===== config.mk =====
export PLATFORM = sky130hd
export DESIGN_NAME = enemy_spawner_flat
export DESIGN_NICKNAME = d
export VERILOG_FILES = /design/src/rtl/enemy_spawner_if.sv /design/src/rtl/enemy_spawner.sv /design/src/flat_wrapper.sv
export SDC_FILE = /design/constraint.sdc
export NUM_CORES = 1
export LEC_CHECK = 0
export ABC_AREA = 1
export BUFFER_PORTS_ARGS = -buffer_cell sky130_fd_sc_hd__buf_2
export CORE_ASPECT_RATIO = 1.1
export CORE_MARGIN = 3
export CORE_UTILIZATION = 49
export DETAILED_ROUTE_END_ITERATION = 8
export GPL_TIMING_DRIVEN = 0
export PLACE_DENSITY_LB_ADDON = 0.25
export SYNTH_ARGS = -nofsm -noshare
export SYNTH_HDL_FRONTEND = slang
export SYNTH_SLANG_ARGS = --single-unit

===== constraint.sdc =====
create_clock -name clk -period 2.29 [get_ports clk]
set_clock_uncertainty 0.15 [all_clocks]
set_input_delay 0.229 -clock clk [delete_from_list [all_inputs] [get_ports clk]]
set_output_delay 0.229 -clock clk [all_outputs]
set_load 0.01 [all_outputs]

===== src/rtl/enemy_spawner_if.sv =====
// Spawn-offer handshake between the enemy spawner (master) and the enemy-object manager (slave).
interface enemy_spawner_if;
  logic       spawn_valid;
  logic [3:0] spawn_col;
  logic [1:0] spawn_type;
  logic       spawn_ack;

  modport master (
    output spawn_valid,
    output spawn_col,
    output spawn_type,
    input  spawn_ack
  );

  modport slave (
    input  spawn_valid,
    input  spawn_col,
    input  spawn_type,
    output spawn_ack
  );
endinterface


===== src/rtl/enemy_spawner.sv =====
// Schedules enemy spawns from a free-running random value, offers them over a valid/ack
// handshake and keeps a saturating count of live enemies capped at MAX_ENEMIES.
module enemy_spawner #(
  parameter int MIN_GAP     = 4,
  parameter int MAX_ENEMIES = 8,
  parameter int CNT_W       = 4
) (
  input  logic             clk,
  input  logic             rst_n,
  input  logic [3:0]       rnd,
  input  logic             tick,
  input  logic             enable,
  input  logic             enemy_killed,
  enemy_spawner_if.master  spawn,
  output logic [CNT_W-1:0] alive_cnt
);

  localparam int GAP_W = $clog2(MIN_GAP + 4);

  typedef enum logic [1:0] {
    IDLE,
    WAIT,
    PICK,
    OFFER
  } state_t;

  state_t           state, state_nxt;
  logic [GAP_W-1:0] gap_cnt;
  logic [GAP_W-1:0] gap_seed;
  logic [3:0]       last_col;
  logic [3:0]       col_q, col_pick;
  logic [1:0]       type_q, type_pick;
  logic             full;
  logic             valid;
  logic             accept;
  logic             gap_load;
  logic             gap_dec;
  logic             pick_load;

  assign full     = (alive_cnt == CNT_W'(MAX_ENEMIES));
  assign gap_seed = GAP_W'(MIN_GAP) + GAP_W'(rnd[1:0]);

  // Column de-duplication: a repeat of the previous column is nudged right, wrapping 15 -> 0.
  always_comb begin
    col_pick = rnd;
    if (rnd == last_col) col_pick = rnd + 4'd1;
  end

  always_comb begin
    type_pick = 2'd0;
    case (rnd[3:2])
      2'b10:   type_pick = 2'd1;
      2'b11:   type_pick = 2'd2;
      default: type_pick = 2'd0;
    endcase
  end

  always_ff @(posedge clk or negedge rst_n) begin
    if (!rst_n) state <= IDLE;
    else        state <= state_nxt;
  end

  always_comb begin
    state_nxt = state;
    if (!enable) begin
      state_nxt = IDLE;
    end else begin
      case (state)
        IDLE:    state_nxt = WAIT;
        WAIT:    if (tick && (gap_cnt <= GAP_W'(1))) state_nxt = PICK;
        PICK:    state_nxt = full ? WAIT : OFFER;
        OFFER:   if (spawn.spawn_ack) state_nxt = WAIT;
        default: state_nxt = IDLE;
      endcase
    end
  end

  always_comb begin
    valid     = (state == OFFER);
    accept    = valid && spawn.spawn_ack;
    gap_load  = ((state == IDLE) && enable) || ((state == PICK) && full) || accept;
    gap_dec   = (state == WAIT) && tick && (gap_cnt != '0);
    pick_load = (state == PICK) && enable && !full;
  end

  always_ff @(posedge clk or negedge rst_n) begin
    if (!rst_n) begin
      gap_cnt  <= '0;
      col_q    <= '0;
      type_q   <= '0;
      last_col <= '1;
    end else begin
      if (gap_load)     gap_cnt <= gap_seed;
      else if (gap_dec) gap_cnt <= gap_cnt - GAP_W'(1);
      if (pick_load) begin
        col_q  <= col_pick;
        type_q <= type_pick;
      end
      if (accept) last_col <= col_q;
    end
  end

  // Accept and kill in the same cycle cancel; kill saturates at zero.
  always_ff @(posedge clk or negedge rst_n) begin
    if (!rst_n) begin
      alive_cnt <= '0;
    end else begin
      case ({accept, enemy_killed})
        2'b10:   if (!full) alive_cnt <= alive_cnt + CNT_W'(1);
        2'b01:   if (alive_cnt != '0) alive_cnt <= alive_cnt - CNT_W'(1);
        default: alive_cnt <= alive_cnt;
      endcase
    end
  end

  assign spawn.spawn_valid = valid;
  assign spawn.spawn_col   = col_q;
  assign spawn.spawn_type  = type_q;

endmodule


===== src/flat_wrapper.sv =====
// flat-port wrapper written by rule: the top's interface ports become plain ports
module enemy_spawner_flat 
#(
  parameter int MIN_GAP     = 4,
  parameter int MAX_ENEMIES = 8,
  parameter int CNT_W       = 4
)
  (clk, rst_n, rnd, tick, enable, enemy_killed, alive_cnt, spawn_spawn_valid, spawn_spawn_col, spawn_spawn_type, spawn_spawn_ack);
  enemy_spawner_if spawn_i ();
  input  logic clk;
  input  logic rst_n;
  input  logic [3:0] rnd;
  input  logic tick;
  input  logic enable;
  input  logic enemy_killed;
  output logic [CNT_W-1:0] alive_cnt;
  output wire logic [$bits(spawn_i.spawn_valid)-1:0] spawn_spawn_valid;
  output wire logic [$bits(spawn_i.spawn_col)-1:0] spawn_spawn_col;
  output wire logic [$bits(spawn_i.spawn_type)-1:0] spawn_spawn_type;
  input wire logic [$bits(spawn_i.spawn_ack)-1:0] spawn_spawn_ack;
  assign spawn_spawn_valid = spawn_i.spawn_valid;
  assign spawn_spawn_col = spawn_i.spawn_col;
  assign spawn_spawn_type = spawn_i.spawn_type;
  assign spawn_i.spawn_ack = spawn_spawn_ack;
  enemy_spawner #(.MIN_GAP(MIN_GAP), .MAX_ENEMIES(MAX_ENEMIES), .CNT_W(CNT_W)) u_core (.clk(clk), .rst_n(rst_n), .rnd(rnd), .tick(tick), .enable(enable), .enemy_killed(enemy_killed), .spawn(spawn_i), .alive_cnt(alive_cnt));
endmodule

==> reports/summary.txt, run 1 <==
Worst Path Max Fanout -> 5
Final Cell Area -> 1506 um^2
Synth area leader -> dfrtp_1
Syn-to-layout area delta -> 13.58%
top cell type's share of synthesized area -> 0.2830
DR vias/cell -> 4.991
clock sinks -> 19
CP required -> 2.33 ns
RSZ-0062 raised after global routing -> no
CP arrival -> 1.88 ns
vias -> 1,138
fin crit share -> 0.8014
Mapped Cells -> 172
hold crit path type -> in -> reg
Final GP Congestion -> 0.8549
Critical Path Max Stage Delay -> 0.45 ns
CP Capture Type -> flop
pwr dens -> 1099 nW/um^2
dpl cell area -> 1460 um^2
Cell Rows -> 19
largest net degree at the start of global routing -> 20
first-pass GRT wire length -> 4.650 mm
final net count -> 218
I/O Pins -> 21
layout cell share with drive strength beyond 1 -> 0.2589
FMAX -> 544.9 MHz
area occupied by multi-input gates -> 733.2 um^2
grt total ovfl -> 0
Core Area -> 2544 um^2
Cell variety after synth -> 24
final setup violation count -> 0
drc violations -> 0
CTS Buf Count -> 3
Initial Utilization -> 0.5214
final wirelength -> 2.593 mm
vias in the first global route -> 1,159
Slew Limit Fails -> 0
clock tree buffer depth -> 2
netlist area before placement -> 1326 um^2
slowest cell on the critical path -> dfrtp_1
setup TNS -> 0 ns
largest cells by area after synthesis -> dfrtp_1, nand2_1, ha_1
Slew @ Worst Pin -> 0.4220 ns
startpoint types -> flop
Root Driver -> clkbuf_4
worst slack at placement -> 0.4868 ns
# fillers -> 233
clock latency at the later pin of the worst-skew pair -> 0.30 ns
Reg clk slew, reported paths -> 0.10 ns
most used cell, CP -> nand2_1
commonest non-fill, non-tap cell in the layout -> nand2_1
cts repair resizes -> 0
Min Hold Slack -> 0.07575 ns
crit path kind -> reg -> reg
critical-path cell list -> ha_1 -> nand2_2 -> nand2_1 -> nand2_1 -> nand2_1 -> inv_1 -> ha_1 -> inv_1 -> nand2_1 -> nand3_1 -> nand3_1 -> nand2_1
TritonCTS clock tree -> done
H-Tree Depth -> 1
hpwl dp -> 2.093 mm
status -> completed
Die Y -> 60.57 um
Storage cell area -> 480.5 um^2
worst hold stages -> 3
Iter 0 DRT Violations -> 40
Final Hold Fails -> 0
First-pass DRT Iterations -> 4
register area share after synthesis -> 0.3623
Routed WL per cell -> 11.37 um
Leak Pwr -> 0.8705 nW
peak supply drop -> 0.5745 mV
max cap viols -> 0
initial antenna violation count -> 0
DRT antenna net count -> 0
R2R cell count -> 12
commonest non-fill, non-tap cells in the layout -> nand2_1, inv_1, buf_2
Synth Register Bits -> 19
Synth Net Count -> 192
Avg Cell Area, Syn -> 7.711 um^2
Die W -> 55.61 um
yosys warns -> 0
# diodes -> 0
post-route setup slack -> 0.4548 ns
IO buf count -> 19
Slew headroom -> 0.7187
Tmin final -> 1.835 ns
GRT Resource Usage Total -> 0.1725
die area -> 3368 um^2
## cells by family (layout without fill, tap and decap cells)
group / after synthesis / after routing / share of synthesized area
xor+xnor: 3 / 3 / 0.01981
buf+inv: 28 / 53 / 0.08491
fa+ha+maj: 10 / 10 / 0.09434
compound gates: 14 / 14 / 0.06131
simple gates: 98 / 98 / 0.3774
flops: 19 / 19 / 0.3623
## flip-flops by register name, summed over array words and instances (netlist names)
signal                   flops
u_core.spawn.spawn_col       4
u_core.spawn.spawn_type      2
u_core.state                 2
u_core.last_col              4
u_core.gap_cnt               3
u_core.alive_cnt             4
## report_power, final
part           switching (W)  internal [W]
Sequential          0.000145      0.000507
Clock               0.000102     0.0000679
Combinational       0.000505      0.000329
Total               0.000752      0.000904
## path summary, 6_finish.rpt
check / start / end / slack, ns
worst max-delay path: u_core.state[0] / u_core.alive_cnt[2] / 0.45
worst min-delay path: rnd[0] / u_core.gap_cnt[0] / 0.08
max in group asynchronous: rst_n / u_core.last_col[1] / 1.42
worst min register to register: u_core.spawn.spawn_type[1] / u_core.spawn.spawn_type[1] / 0.35
worst max register to register: u_core.state[0] / u_core.alive_cnt[2] / 0.45
min in group asynchronous: rst_n / u_core.spawn.spawn_type[1] / 0.23
## critical path: cells and delay by family (launching register included)
family        cells  cell delay, ns
fa+ha+maj         2            0.38
flops             1            0.45
simple gates      8            0.64
buf+inv           2            0.11
## synthesized netlist by cell type
cell,number
nor2_8,2
o21bai_1,1
nor2_2,1
nand2_1,61
inv_2,8
dfstp_2,4
nand2_4,3
ha_1,10
xor2_1,3
o31ai_1,2
o21ai_2,1
nor2_1,2
o21ai_0,7
nand3_4,1
nand3_1,14
nand2_2,7
dfrtp_1,15
o21ai_1,2
inv_1,19
nand4_1,2
nand3_2,1
buf_6,1
nand3b_1,4
a21oi_1,1
## cell type report
class / count / area share
repair buffers: 21 / 0.07641
plain buffers: 1 / 0.007475
inverters: 27 / 0.06728
clock buffers: 4 / 0.01744
well taps: 31 / 0.02575
flip-flops and latches: 19 / 0.3189
multi-input cells: 125 / 0.4867
## metal layers
metal / wire (um) / GRT usage / share of wire / vias to the layer above
li1: - / - / - / 589
met1: 1137 / 0.1950 / 0.44 / 528
met2: 1350 / 0.3209 / 0.52 / 17
met3: 75 / 0.02340 / 0.029 / 4
met4: 29 / 0.09375 / 0.011 / 0
met5: 0 / 0 / 0 / -
## per-stage QoR
step           std cells  power [W]  utilization
2_1_floorplan        172   0.001258            -
3_3_place_gp         222   0.001438       0.5740
3_5_place_dp         222   0.001499       0.5740
4_1_cts              228   0.001679       0.5922
5_1_grt              228   0.001828       0.5922
6_report             228   0.001655       0.5922
## timing repair
action | in CTS | in global routing
setup endpoints to repair | 0 | 0
hold buffers | 2 | 0
setup buffers | 0 | 0
hold endpoints to repair | 16 | 0
Power figures use the tool's default switching activity.
==> inputs of run 2 (changes only) <==
Clock period 2.29 ns to 1.89 ns, I/O delays scaled along.
==> reports/summary.txt, run 2 (synthesized netlist as in run 1, its figures left out) <==
# fillers -> 230 (-1.3%)
# diodes -> 0 (unchanged)
layout cell share with drive strength beyond 1 -> 0.2814 (+0.02252)
clock latency at the later pin of the worst-skew pair -> 0.30 ns (about the same)
Routed WL per cell -> 11.24 um (-1.1%)
Slew Limit Fails -> 0 (unchanged)
crit path kind -> reg -> reg
FMAX -> 566.5 MHz (+4.0%)
Final GP Congestion -> 0.8549 (unchanged)
DRT antenna net count -> 0 (unchanged)
fin crit share -> 0.9340 (+0.1326)
Design Power -> 0.002041 W (+23%)
commonest non-fill, non-tap cells in the layout -> nand2_1, inv_1, buf_2
R2R cell count -> 10 (-2)
hpwl dp -> 2.093 mm (unchanged)
First-pass DRT Iterations -> 4 (unchanged)
CP arrival -> 1.81 ns (-0.07 ns)
Iter 0 DRT Violations -> 37 (-7.5%)
Final Hold Fails -> 0 (unchanged)
CP required -> 1.93 ns (-0.40 ns)
DR vias/cell -> 5.004 (+0.26%)
Die W -> 55.61 um (unchanged)
final wirelength -> 2.586 mm (-0.27%)
first-pass GRT wire length -> 4.650 mm (unchanged)
H-Tree Depth -> 1 (unchanged)
Syn-to-layout area delta -> 15.38%
vias in the first global route -> 1,159 (unchanged)
peak supply drop -> 0.7187 mV (+25%)
final setup violation count -> 0 (unchanged)
Initial Utilization -> 0.5214 (unchanged)
largest net degree at the start of global routing -> 20 (unchanged)
Die Y -> 60.57 um (unchanged)
Core Area -> 2544 um^2 (unchanged)
worst hold stages -> 3 (unchanged)
clock tree buffer depth -> 2 (unchanged)
Worst Path Max Fanout -> 5 (unchanged)
commonest non-fill, non-tap cell in the layout -> nand2_1
pwr dens -> 1334 nW/um^2 (+21%)
CTS Buf Count -> 3 (unchanged)
vias -> 1,151 (+1.1%)
final net count -> 220 (+0.92%)
Slew headroom -> 0.7172 (-0.001462)
hold_sp -> rnd[0]
CP Launch Point -> u_core.state[0]
TritonCTS clock tree -> done
Root Driver -> clkbuf_4
Tmin final -> 1.765 ns (-0.06997 ns)
Leak Pwr -> 0.8808 nW (+1.2%)
startpoint types -> flop
I/O Pins -> 21 (unchanged)
IO buf count -> 19 (unchanged)
setup TNS -> 0 ns (unchanged)
hold crit path type -> in -> reg
initial antenna violation count -> 0 (unchanged)
RSZ-0062 raised after global routing -> no
Reg clk slew, reported paths -> 0.10 ns (about the same)
max cap viols -> 0 (unchanged)
status -> completed
final core utilization -> 0.6016 (+0.009346)
Cell Rows -> 19 (unchanged)
Slew @ Worst Pin -> 0.4242 ns (+0.002193 ns)
grt total ovfl -> 0 (unchanged)
die area -> 3368 um^2 (unchanged)
CP Capture Type -> flop
drc violations -> 0 (unchanged)
GRT Resource Usage Total -> 0.1725 (unchanged)
clock sinks -> 19 (unchanged)
worst r2r src -> u_core.state[0]
[run 2: per-layer routing]
layer / up-vias / track usage / wire length [um]
met1: 540 / 0.1950 / 1139
met4: 0 / 0.09375 / 29
met3: 4 / 0.02340 / 69
met5: - / 0 / 0
li1: 594 / - / -
met2: 13 / 0.3209 / 1348
[run 2: final cells by class]
type	count	area (um^2)	share of cell area
inverter	27	101.3	0.06623
multi-input combinational	125	740.7	0.4841
buffer	1	11.26	0.007359
tap	31	38.79	0.02535
clock buffer	4	26.28	0.01717
sequential	19	481.7	0.3148
timing repair buffer	23	130.1	0.08504
[run 2: worst paths after layout]
check | end | slack, ns
hold reg to reg | u_core.spawn.spawn_type[1] | 0.35
setup reg to reg | u_core.alive_cnt[2] | 0.12
max in group asynchronous | u_core.last_col[1] | 1.06
hold / removal | u_core.gap_cnt[0] | 0.04
setup / recovery | u_core.alive_cnt[2] | 0.12
min in group asynchronous | u_core.spawn.spawn_type[1] | 0.19
[run 2: stage by stage]
step	cell area [um^2]	cells	hold slack [ns]	setup WS (ns)
after floorplan	1326	172	-0.2566	0.2228
after global placement	1460	222	-0.002614	0.1578
after detailed placement	1460	222	0.001384	0.08684
after CTS	1506	228	0.02231	0.05783
after global routing	1530	230	0.04023	0.007219
final	1530	230	0.03525	0.1248
[run 2: critical path: stages, from the launching register on]
cell and delay (ns):
dfrtp_2 0.44, ha_1 0.24, nand2_2 0.13, nand3_2 0.10
nand2_1 0.09, inv_1 0.04, ha_1 0.16, inv_1 0.08
nand3_1 0.10, nand3_1 0.08, nand2_1 0.05
[run 2: power breakdown]
group	switching [W]	internal (W)	total (W)	leakage (nW)
sequential	0.000174	0.000616	0.000790	0.226
combinational	0.000619	0.000426	0.00105	0.640
clock	0.000124	0.0000822	0.000206	0.0150
[run 2: timing repair]
| item | 4_1_cts | 5_1_grt |
|---|---|---|
| hold buffers | 2 | 0 |
| endpoints found under the hold margin | 20 | 0 |
| setup endpoints to repair | 0 | 1 |
| buffers inserted | 0 | 2 |
| resized for setup | 0 | 3 |
